## config.mk

```make
export PLATFORM = sky130hd
export DESIGN_NAME = lia_sweep_controller_flat
export DESIGN_NICKNAME = d
export VERILOG_FILES = /design/src/rtl/opo_package.sv /design/src/rtl/lia_sweep_controller_if.sv /design/src/rtl/lia_sweep_timer.sv /design/src/rtl/lia_sweep_controller.sv /design/src/flat_wrapper.sv
export SDC_FILE = /design/constraint.sdc
export NUM_CORES = 1
export LEC_CHECK = 0
export ABC_CLOCK_PERIOD_IN_PS = 6100
export CORE_ASPECT_RATIO = 0.9
export CORE_UTILIZATION = 40
export CTS_BUF_LIST = sky130_fd_sc_hd__clkbuf_4 sky130_fd_sc_hd__clkbuf_8
export CTS_CLUSTER_DIAMETER = 80
export DETAILED_ROUTE_END_ITERATION = 8
export GPL_TIMING_DRIVEN = 0
export PLACE_DENSITY = 0.72
export SYNTH_ARGS = -nofsm -noshare
export SYNTH_HDL_FRONTEND = slang
export SYNTH_SLANG_ARGS = --single-unit
```

## constraint.sdc

```tcl
create_clock -name clk -period 6.1 [get_ports clk]
set_input_delay 1.22 -clock clk [delete_from_list [all_inputs] [get_ports clk]]
set_output_delay 1.22 -clock clk [all_outputs]
set_load 0.02 [all_outputs]
```

## src/rtl/opo_package.sv

```systemverilog
// -----------------------------------------------------------------------------
// opo_package
// Shared constants and types for the lock-in sweep controller slice.
//   word_width       : lock-in sample word width (I/Q ports are 2*word_width)
//   config_reg_width : width of period configuration registers
//   sweep_state_e    : sweep controller FSM states
// -----------------------------------------------------------------------------
package opo_package;

  localparam int word_width       = 16;
  localparam int config_reg_width = 32;

  typedef enum logic [2:0] {
    IDLE,
    CLEAR,
    SETTLE,
    CAPTURE,
    OUTPUT,
    FINISH
  } sweep_state_e;

endpackage : opo_package

```

## src/rtl/lia_sweep_controller_if.sv

```systemverilog
// -----------------------------------------------------------------------------
// lia_sweep_controller_if
// Result handshake bundle between the sweep controller and its consumer.
//   res_valid  : result available (master -> slave)
//   res_ready  : consumer accepts result (slave -> master)
//   res_i/res_q: captured lock-in I/Q, 2*word_width bits each
//   res_period : lock-in period used for this point
//   res_index  : sweep point index, IDX_W bits
// -----------------------------------------------------------------------------
interface lia_sweep_controller_if #(
  parameter int IDX_W = 16
);
  import opo_package::*;

  logic                          res_valid;
  logic                          res_ready;
  logic [2*word_width-1:0]       res_i;
  logic [2*word_width-1:0]       res_q;
  logic [config_reg_width-1:0]   res_period;
  logic [IDX_W-1:0]              res_index;

  modport master (
    output res_valid, res_i, res_q, res_period, res_index,
    input  res_ready
  );

  modport slave (
    input  res_valid, res_i, res_q, res_period, res_index,
    output res_ready
  );

endinterface : lia_sweep_controller_if

```

## src/rtl/lia_sweep_timer.sv

```systemverilog
// -----------------------------------------------------------------------------
// lia_sweep_timer
// Loadable down-counter shared by the CLEAR and SETTLE phases. Loading N makes
// zero_o rise after N further cycles, so a phase that lasts K cycles is
// entered with a load value of K-1.
//   clk, rst   : clock, synchronous active-high reset
//   load_i     : load load_val_i on the next edge (has priority over count)
//   load_val_i : value to load
//   zero_o     : counter has reached zero (saturates there)
// -----------------------------------------------------------------------------
module lia_sweep_timer #(
  parameter int WIDTH = 32
) (
  input  logic             clk,
  input  logic             rst,
  input  logic             load_i,
  input  logic [WIDTH-1:0] load_val_i,
  output logic             zero_o
);

  logic [WIDTH-1:0] count_q;

  always_ff @(posedge clk) begin
    if (rst) begin
      count_q <= '0;
    end else if (load_i) begin
      count_q <= load_val_i;
    end else if (count_q != '0) begin
      count_q <= count_q - 1'b1;
    end
  end

  assign zero_o = (count_q == '0);

endmodule : lia_sweep_timer

```

## src/rtl/lia_sweep_controller.sv

```systemverilog
// -----------------------------------------------------------------------------
// lia_sweep_controller
// Steps a lock-in amplifier through a list of periods. For each point the
// filter is cleared, allowed to settle, and the I/Q outputs are captured and
// offered on a valid/ready result port.
//   clk, rst        : clock, synchronous active-high reset
//   start, abort    : begin a sweep (IDLE only) / cancel a running sweep
//   period_start    : first point's period
//   period_step     : per-point period increment (wraps)
//   num_points      : number of points (0 finishes immediately)
//   settle_cycles   : settle wait per point, 0 behaves as 1
//   lia_i, lia_q    : lock-in I/Q inputs
//   lia_period      : period driven to the lock-in (holds between sweeps)
//   lia_clr         : lock-in filter clear, high for CLR_CYCLES per point
//   busy, done      : not IDLE / one-cycle sweep-complete pulse
//   res             : result handshake (master side)
// -----------------------------------------------------------------------------
module lia_sweep_controller
  import opo_package::*;
#(
  parameter int CLR_CYCLES = 4,
  parameter int IDX_W      = 16
) (
  input  logic                          clk,
  input  logic                          rst,
  input  logic                          start,
  input  logic                          abort,
  input  logic [config_reg_width-1:0]   period_start,
  input  logic [config_reg_width-1:0]   period_step,
  input  logic [IDX_W-1:0]              num_points,
  input  logic [31:0]                   settle_cycles,
  input  logic [2*word_width-1:0]       lia_i,
  input  logic [2*word_width-1:0]       lia_q,
  output logic [config_reg_width-1:0]   lia_period,
  output logic                          lia_clr,
  output logic                          busy,
  output logic                          done,
  lia_sweep_controller_if.master        res
);

  localparam int               TMR_W    = 32;
  localparam logic [TMR_W-1:0] CLR_LOAD = TMR_W'(CLR_CYCLES - 1);

  sweep_state_e                state_q, state_d;
  logic [config_reg_width-1:0] period_q, period_d;
  logic [config_reg_width-1:0] step_q, step_d;
  logic [IDX_W-1:0]            npts_q, npts_d;
  logic [IDX_W-1:0]            index_q, index_d;
  logic [IDX_W-1:0]            index_inc;

  logic [2*word_width-1:0]     cap_i_q, cap_q_q;
  logic [config_reg_width-1:0] cap_period_q;
  logic [IDX_W-1:0]            cap_index_q;

  logic                        tmr_load;
  logic [TMR_W-1:0]            tmr_val;
  logic                        tmr_zero;

  lia_sweep_timer #(
    .WIDTH (TMR_W)
  ) u_timer (
    .clk        (clk),
    .rst        (rst),
    .load_i     (tmr_load),
    .load_val_i (tmr_val),
    .zero_o     (tmr_zero)
  );

  assign index_inc = index_q + 1'b1;

  // NOTE: every signal written here gets a default before the case, so no
  // path leaves one unassigned and no latch is inferred.
  always_comb begin
    state_d  = state_q;
    period_d = period_q;
    step_d   = step_q;
    npts_d   = npts_q;
    index_d  = index_q;
    tmr_load = 1'b0;
    tmr_val  = '0;

    unique case (state_q)
      IDLE: begin
        if (start) begin
          step_d  = period_step;
          npts_d  = num_points;
          index_d = '0;
          // An empty sweep leaves lia_period untouched.
          if (num_points == '0) begin
            state_d = FINISH;
          end else begin
            period_d = period_start;
            state_d  = CLEAR;
            tmr_load = 1'b1;
            tmr_val  = CLR_LOAD;
          end
        end
      end

      CLEAR: begin
        if (tmr_zero) begin
          // settle_cycles is sampled here so it applies from SETTLE entry.
          state_d  = SETTLE;
          tmr_load = 1'b1;
          tmr_val  = (settle_cycles == '0) ? '0 : settle_cycles - 32'd1;
        end
      end

      SETTLE: begin
        if (tmr_zero) state_d = CAPTURE;
      end

      CAPTURE: state_d = OUTPUT;

      OUTPUT: begin
        if (res.res_ready) begin
          index_d = index_inc;
          if (index_inc == npts_q) begin
            state_d = FINISH;
          end else begin
            period_d = period_q + step_q;
            state_d  = CLEAR;
            tmr_load = 1'b1;
            tmr_val  = CLR_LOAD;
          end
        end
      end

      FINISH: state_d = IDLE;

      default: state_d = IDLE;
    endcase

    // Abort wins over a same-cycle transfer: the sweep position is frozen.
    if (abort && (state_q != IDLE)) begin
      state_d  = IDLE;
      period_d = period_q;
      index_d  = index_q;
      tmr_load = 1'b0;
    end
  end

  // NOTE: state is updated with non-blocking assignments so every register
  // samples the pre-edge values and ordering between blocks cannot matter.
  always_ff @(posedge clk) begin
    if (rst) begin
      state_q      <= IDLE;
      period_q     <= '0;
      step_q       <= '0;
      npts_q       <= '0;
      index_q      <= '0;
      // NOTE: the result payload is reset as well, since it is visible on the
      // port and consumers expect zeros after rst rather than stale data.
      cap_i_q      <= '0;
      cap_q_q      <= '0;
      cap_period_q <= '0;
      cap_index_q  <= '0;
    end else begin
      state_q  <= state_d;
      period_q <= period_d;
      step_q   <= step_d;
      npts_q   <= npts_d;
      index_q  <= index_d;
      if (state_q == CAPTURE) begin
        cap_i_q      <= lia_i;
        cap_q_q      <= lia_q;
        cap_period_q <= period_q;
        cap_index_q  <= index_q;
      end
    end
  end

  assign lia_period     = period_q;
  assign lia_clr        = (state_q == CLEAR);
  assign busy           = (state_q != IDLE);
  assign done           = (state_q == FINISH);

  assign res.res_valid  = (state_q == OUTPUT);
  assign res.res_i      = cap_i_q;
  assign res.res_q      = cap_q_q;
  assign res.res_period = cap_period_q;
  assign res.res_index  = cap_index_q;

endmodule : lia_sweep_controller

```

## src/flat_wrapper.sv

```systemverilog
// flat-port wrapper written by rule: the top's interface ports become plain ports
module lia_sweep_controller_flat import opo_package::*;
#(
  parameter int CLR_CYCLES = 4,
  parameter int IDX_W      = 16
)
  (clk, rst, start, abort, period_start, period_step, num_points, settle_cycles, lia_i, lia_q, lia_period, lia_clr, busy, done, res_res_valid, res_res_i, res_res_q, res_res_period, res_res_index, res_res_ready);
  lia_sweep_controller_if #(.IDX_W(IDX_W)) res_i ();
  input  logic clk;
  input  logic rst;
  input  logic start;
  input  logic abort;
  input  logic [config_reg_width-1:0] period_start;
  input  logic [config_reg_width-1:0] period_step;
  input  logic [IDX_W-1:0] num_points;
  input  logic [31:0] settle_cycles;
  input  logic [2*word_width-1:0] lia_i;
  input  logic [2*word_width-1:0] lia_q;
  output logic [config_reg_width-1:0] lia_period;
  output logic lia_clr;
  output logic busy;
  output logic done;
  output wire logic [$bits(res_i.res_valid)-1:0] res_res_valid;
  output wire logic [$bits(res_i.res_i)-1:0] res_res_i;
  output wire logic [$bits(res_i.res_q)-1:0] res_res_q;
  output wire logic [$bits(res_i.res_period)-1:0] res_res_period;
  output wire logic [$bits(res_i.res_index)-1:0] res_res_index;
  input wire logic [$bits(res_i.res_ready)-1:0] res_res_ready;
  assign res_res_valid = res_i.res_valid;
  assign res_res_i = res_i.res_i;
  assign res_res_q = res_i.res_q;
  assign res_res_period = res_i.res_period;
  assign res_res_index = res_i.res_index;
  assign res_i.res_ready = res_res_ready;
  lia_sweep_controller #(.CLR_CYCLES(CLR_CYCLES), .IDX_W(IDX_W)) u_core (.clk(clk), .rst(rst), .start(start), .abort(abort), .period_start(period_start), .period_step(period_step), .num_points(num_points), .settle_cycles(settle_cycles), .lia_i(lia_i), .lia_q(lia_q), .lia_period(lia_period), .lia_clr(lia_clr), .busy(busy), .done(done), .res(res_i));
endmodule
```

== After elaboration in Yosys (flattened, before gate mapping) ==
Index checks and enable logic that the tools add are counted.

* Input bits: 181
* Output and inout port bits: 148
* Bits in read-only memories: 0
* Latch bits: 0
* Memories kept: 0
* Register bits: 243
* Bits in writable memories: 0

* $mul: 0
* Add/sub/neg operators: 4
* Reductions and logical operators: 14
* Eq/ne operators: 12
* Shift operators: 0
* Bitwise operators: 1
* Magnitude comparators: 0
* Div/mod/pow operators: 0
* Multiplexer cells: 31

{| class="wikitable"
|+ Operators with widths
! operator !! number
|-
| 2-to-1 mux 32 bit || 10
|-
| one-hot mux 32 bit (3 select lines) || 1
|-
| logical NOT 32 bit || 2
|-
| one-hot mux 32 bit (2 select lines) || 1
|-
| subtractor 32 x 1 -> 32 bit, second input constant || 2
|-
| adder 32 bit || 1
|-
| 2-to-1 mux 16 bit || 2
|-
| one-hot mux 16 bit (2 select lines) || 1
|-
| nonzero test 32 bit || 1
|-
| 2-to-1 mux 3 bit || 6
|-
| adder 16 x 1 -> 16 bit, second input constant || 1
|-
| equality test 16 bit || 1
|-
| logical NOT 16 bit || 1
|-
| one-hot mux 3 bit (5 select lines) || 1
|-
| AND reduction 4 bit || 2
|-
| equality test 3 x 2 -> 1 bit, second input constant || 2
|-
| equality test 3 bit, second input constant || 2
|-
| 2-to-1 mux 1 bit || 6
|-
| != test 2 x 1 -> 1 bit, second input constant || 3
|-
| != test 2 bit, second input constant || 3
|-
| AND reduction 6 bit || 1
|-
| 2-to-1 mux 2 bit || 2
|-
| nonzero test 2 bit || 2
|-
| equality test 3 x 1 -> 1 bit, second input constant || 1
|-
| 7 further kinds || 7
|}

== Longest topological paths before layout ==
* Word-level depth: 7
* Depth in mapped cells: 13
* Mapped depth without buffers: 13

== Modules after synthesis ==
From an unflattened synthesis, not the netlist that was laid out.

* Cell total of the unflattened synthesis: 1680
* Area, all modules: 12798.5 µm²

{| class="wikitable"
|+ Modules (own cells, without submodules)
! module !! instances !! cells each !! area an instance (µm²)
|-
| lia_sweep_controller || 1 || 1467 || 10973.0
|-
| lia_sweep_timer || 1 || 213 || 1825.5
|}

== Worst setup path after synthesis ==
Ideal clock, no wire load.

* Path type: input-to-reg
* Start point: in settle_cycles[8]
* End point: reg u_core.u_timer.count_q[31]
* Path slack: 2.620 ns
* Arrival: 3.412 ns
* Buffers on the path: 1
* Stages on the path: 11
* Library setup time: 0.067 ns
* Path through: or4_4 -> or3_4 -> nor2_4 -> nand2_2 -> or2_1 -> buf_6 -> nor2_8 -> nand3_2 -> xor2_1 -> or3_1 -> a21oi_2

* Cells in the longest elaborated chain, start to end: 5

{| class="wikitable"
|+ RTL lines
! item !! line !! source
|-
| start: declaration || flat_wrapper.sv:16 || <nowiki>input logic [31:0] settle_cycles;</nowiki>
|-
| subtractor 32 x 1 -> 32 bit or logical NOT 32 bit (tied branches) || lia_sweep_controller.sv:105 || <nowiki>tmr_val = (settle_cycles == '0) ? '0 : settle_cycles - 32'd1;</nowiki>
|-
| 2-to-1 mux 32 bit * || lia_sweep_controller.sv:105 ||
|-
| 2-to-1 mux 32 bit * || lia_sweep_controller.sv:101 || <nowiki>if (tmr_zero) begin</nowiki>
|-
| one-hot mux 32 bit (3 select lines) * || lia_sweep_controller.sv:82 || <nowiki>unique case (state_q)</nowiki>
|-
| 2-to-1 mux 32 bit * || lia_sweep_timer.sv:26 || <nowiki>end else if (load_i) begin</nowiki>
|-
| end signal: assignment || lia_sweep_timer.sv:27 || <nowiki>count_q <= load_val_i;</nowiki>
|-
| end signal: assignment || lia_sweep_timer.sv:29 || <nowiki>count_q <= count_q - 1'b1;</nowiki>
|-
| end: declaration || lia_sweep_timer.sv:21 || <nowiki>logic [WIDTH-1:0] count_q;</nowiki>
|}

Every way passes the cells marked *; elsewhere a longest branch is shown, timed or not.
A chain may end at the register's enable or synchronous reset.

== Worst setup path after layout ==
* Start point: in start
* End point: reg u_core.period_q[31], in the netlist u_core.lia_period[31]

* Cells in the longest elaborated chain, start to end: 2

{| class="wikitable"
|+ RTL lines
! item !! line !! source
|-
| start: declaration || flat_wrapper.sv:11 || <nowiki>input logic start;</nowiki>
|-
| != test 2 bit (no source line) || n/a ||
|-
| AND reduction 6 bit (no source line) || n/a ||
|-
| end signal: assignment || lia_sweep_controller.sv:160 || <nowiki>period_q <= period_d;</nowiki>
|-
| end: declaration || lia_sweep_controller.sv:45 || <nowiki>logic [config_reg_width-1:0] period_q, period_d;</nowiki>
|}

Every way passes these cells.

==> reports/metrics.yaml <==
status: "finished clean"
gr-total-overflow: 0
antenna_found_initial: 1
maxSlewViolCount: 0
finalNetCount: 2211
cp_max_fo: 10
synthesis.area_um2: 12250
cts_resized: 0
htreeDepth: 2
clk_latency_ns: 0.57
max_slew.worst_pin.slew_ns: 1.108
die_y_um: 168.1
tns_ns: 0
initial_utilization_pct: 40.81
area_growth_syn_to_layout_pct: 38.17
fmax_mhz: 244.5
final_cell_mix: "nand2_1 (414), clkdlybuf4s50_1 (327), dfxtp_1 (243), a21oi_1 (240), nor2_1 (148)"
hold_ws_ns: 0.4531
cts_setup_buffers: 0
ys_warn_count: 0
finClkSkew_ns: 0.02698
synth-seq-cells: 243
ant_nets: 0
cp_slowest_stage_delay_ns: 0.85
fin_area_um2: 16930
numCtsBuffers: 42
clk_pin_slew_ns: 0.07
crit_path_start_kind: "input pin"
ys_seq_area_share_pct: 39.70
syn-mean-instance-area_um2: 7.550
grt_pass1_vias: 12360
path_cells: "clkdlybuf4s50_1, nand2b_1, nor3_1, o22ai_1, a31oi_1, buf_2, clkbuf_1, nand3_1, a31oi_1"
place_area_um2: 16030
synth_cells: 1623
path_class: "input pin to flip-flop"
setup_violations: 0
ys.flop_type: "dfxtp_1"
grt_start_max_net_pins: 11
cp_data_required_time_ns: 6.58
critPathSlowestCell: "nor3_1"
vias: 13040
path_buf_inv: 3
powerDensity_nw_per_um2: 340.4
hold_viol: 0
wire_per_inst_um: 17.75
grt_pass1_wl_um: 67030
core_um2: 30030
postSynth.asyncResetShare_pct: 0
drc: 0
maxCapViolations: 0
fin_crit_sh_pct: 67.05
cts_tree: "done"
rsz0062_at_grt: "no"
cts-root-buf: "clkbuf_8"
power.leakage_nw: 6.281
post-route-min-period_ns: 4.090
rows: 60
r2r_slack_ns: 2.59
layout-drive-gt1-share_pct: 5.783
synth_edf_count: 0
crit_top_cell: "a31oi_1"
slew-limit-headroom_pct: 25.55
clkSinkCount: 243
crit_arrival_ns: 4.57
min_to: "u_core.res.res_q[7]"
diodes: 0
wl_um: 43070
crit-reg2reg-launch: "u_core.index_q[1]"
hold_buffers: 0
ir_drop_v: 0.0001806
port_buffers: 327
endpoint_kind: "flip-flop"
setup_ws_ns: 2.010
io_pins: 329
synthDistinctLibCells: 82
dp_slack_ns: 1.579
grt_usage_pct: 26.73
hold_path_class: "flip-flop to flip-flop"
rr_endpoint: "u_core.u_timer.count_q[27]"
firstDrtPassIters: 5
syn_nets: 1840
die_w_um: 186.5
holdPathStages: 2
avgViaCountPerCell: 5.375
critical-path-top-delay-family: "buffers and inverters"
drt_iter0_markers: 946
reg2reg_depth: 12
place.gp.congestion: 0.9265
dieArea_um2: 31340
hp-start: "u_core.res.res_q[7]"
dpl.hpwl_um: 32520
cts.path.max_buffers: 3
final_common_cell: "nand2_1"
layer usage:
metal	GRT usage [%]	wire (um)
met1	35.11	19010
met2	42.98	19050
met3	5.545	3458
met4	10.48	1539
met5	0	13
sequential cells by signal, summed over array words and instances, names as in the netlist:
signal	flops
u_core.index_q	16
u_core.step_q	32
u_core.u_timer.count_q	32
u_core.npts_q	16
u_core.res.res_period	32
u_core.lia_period	32
u_core.res.res_i	32
u_core.res.res_index	16
u_core.state_q	3
u_core.res.res_q	32
synthesized netlist by cell type, types with 4 or more instances:
cell | instances | area (um2)
nand2_1 | 414 | 1554
dfxtp_1 | 243 | 4865
a21oi_1 | 240 | 1201
nor2_1 | 148 | 555.5
clkbuf_1 | 83 | 311.6
xnor2_1 | 48 | 420.4
xor2_1 | 44 | 385.4
o21ai_0 | 36 | 180.2
ha_1 | 35 | 437.9
nor3_1 | 34 | 170.2
nand3_1 | 19 | 95.09
a311oi_1 | 18 | 157.7
nor4_1 | 18 | 112.6
buf_2 | 15 | 75.07
a21o_1 | 14 | 105.1
a211oi_1 | 13 | 97.59
inv_1 | 13 | 48.80
nand2b_1 | 13 | 81.33
nor2b_1 | 13 | 81.33
and3_1 | 11 | 68.82
nand4_1 | 10 | 62.56
or3_1 | 10 | 62.56
a31oi_1 | 8 | 50.05
and4_1 | 8 | 70.07
a22oi_1 | 7 | 52.55
or4_1 | 7 | 52.55
nand3b_1 | 6 | 45.04
a211o_1 | 5 | 43.79
o21a_1 | 5 | 37.54
and2_1 | 4 | 25.02
how the worst max path moves through the flow:
stage | start | end | cells after the start
after floorplan | settle_cycles[8] | u_core.u_timer.count_q[31] | 11
after global placement | start | u_core.lia_period[27] | 8
after detailed placement | start | u_core.u_timer.count_q[30] | 11
after CTS | u_core.state_q[1] | res_res_valid | 5
after global routing | start | u_core.u_timer.count_q[30] | 11
final | start | u_core.lia_period[31] | 9
layout make-up:
class | count | area (um2)
multi-input combinational | 1262 | 6917
tap | 403 | 504.2
sequential | 243 | 4865
timing repair buffer | 327 | 3273
clock inverter | 2 | 10.01
clock buffer | 71 | 889.6
inverter | 14 | 52.55
buffer | 104 | 420.4
fill | 2757 | 13100
power by group:
group          internal, mW  leakage, nW  switching [mW]
Sequential             1.79         1.97           0.207
Combinational         0.904         3.82            1.27
Clock                 0.911        0.482           0.682
Total                  3.61         6.28            2.16
through the flow:
stage	total power, mW	util [%]	instances
2_1_floorplan	3.459	-	1623
3_3_place_gp	4.123	53.39	2353
3_5_place_dp	4.158	53.39	2353
4_1_cts	5.756	56.38	2426
5_1_grt	6.114	56.38	2426
6_report	5.764	56.38	2426
cell families after synthesis:
kind of cell / count (synthesis) / share of synthesized area [%]
adder cells (fa/ha/maj): 36 / 3.737
XOR/XNOR: 92 / 6.575
multiplexers: 4 / 0.3369
buffers and inverters: 118 / 3.859
AND/OR/NAND/NOR: 738 / 26.65
flip-flops: 243 / 39.70
AO/OA/AOI/OAI: 392 / 19.14
tightest hold or removal path, stage by stage (launching register included):
cell	delay (ns)
dfxtp_1	0.30
nand2_1	0.05
a21oi_1	0.05
No activity file was read; power rests on OpenSTA's default activity.
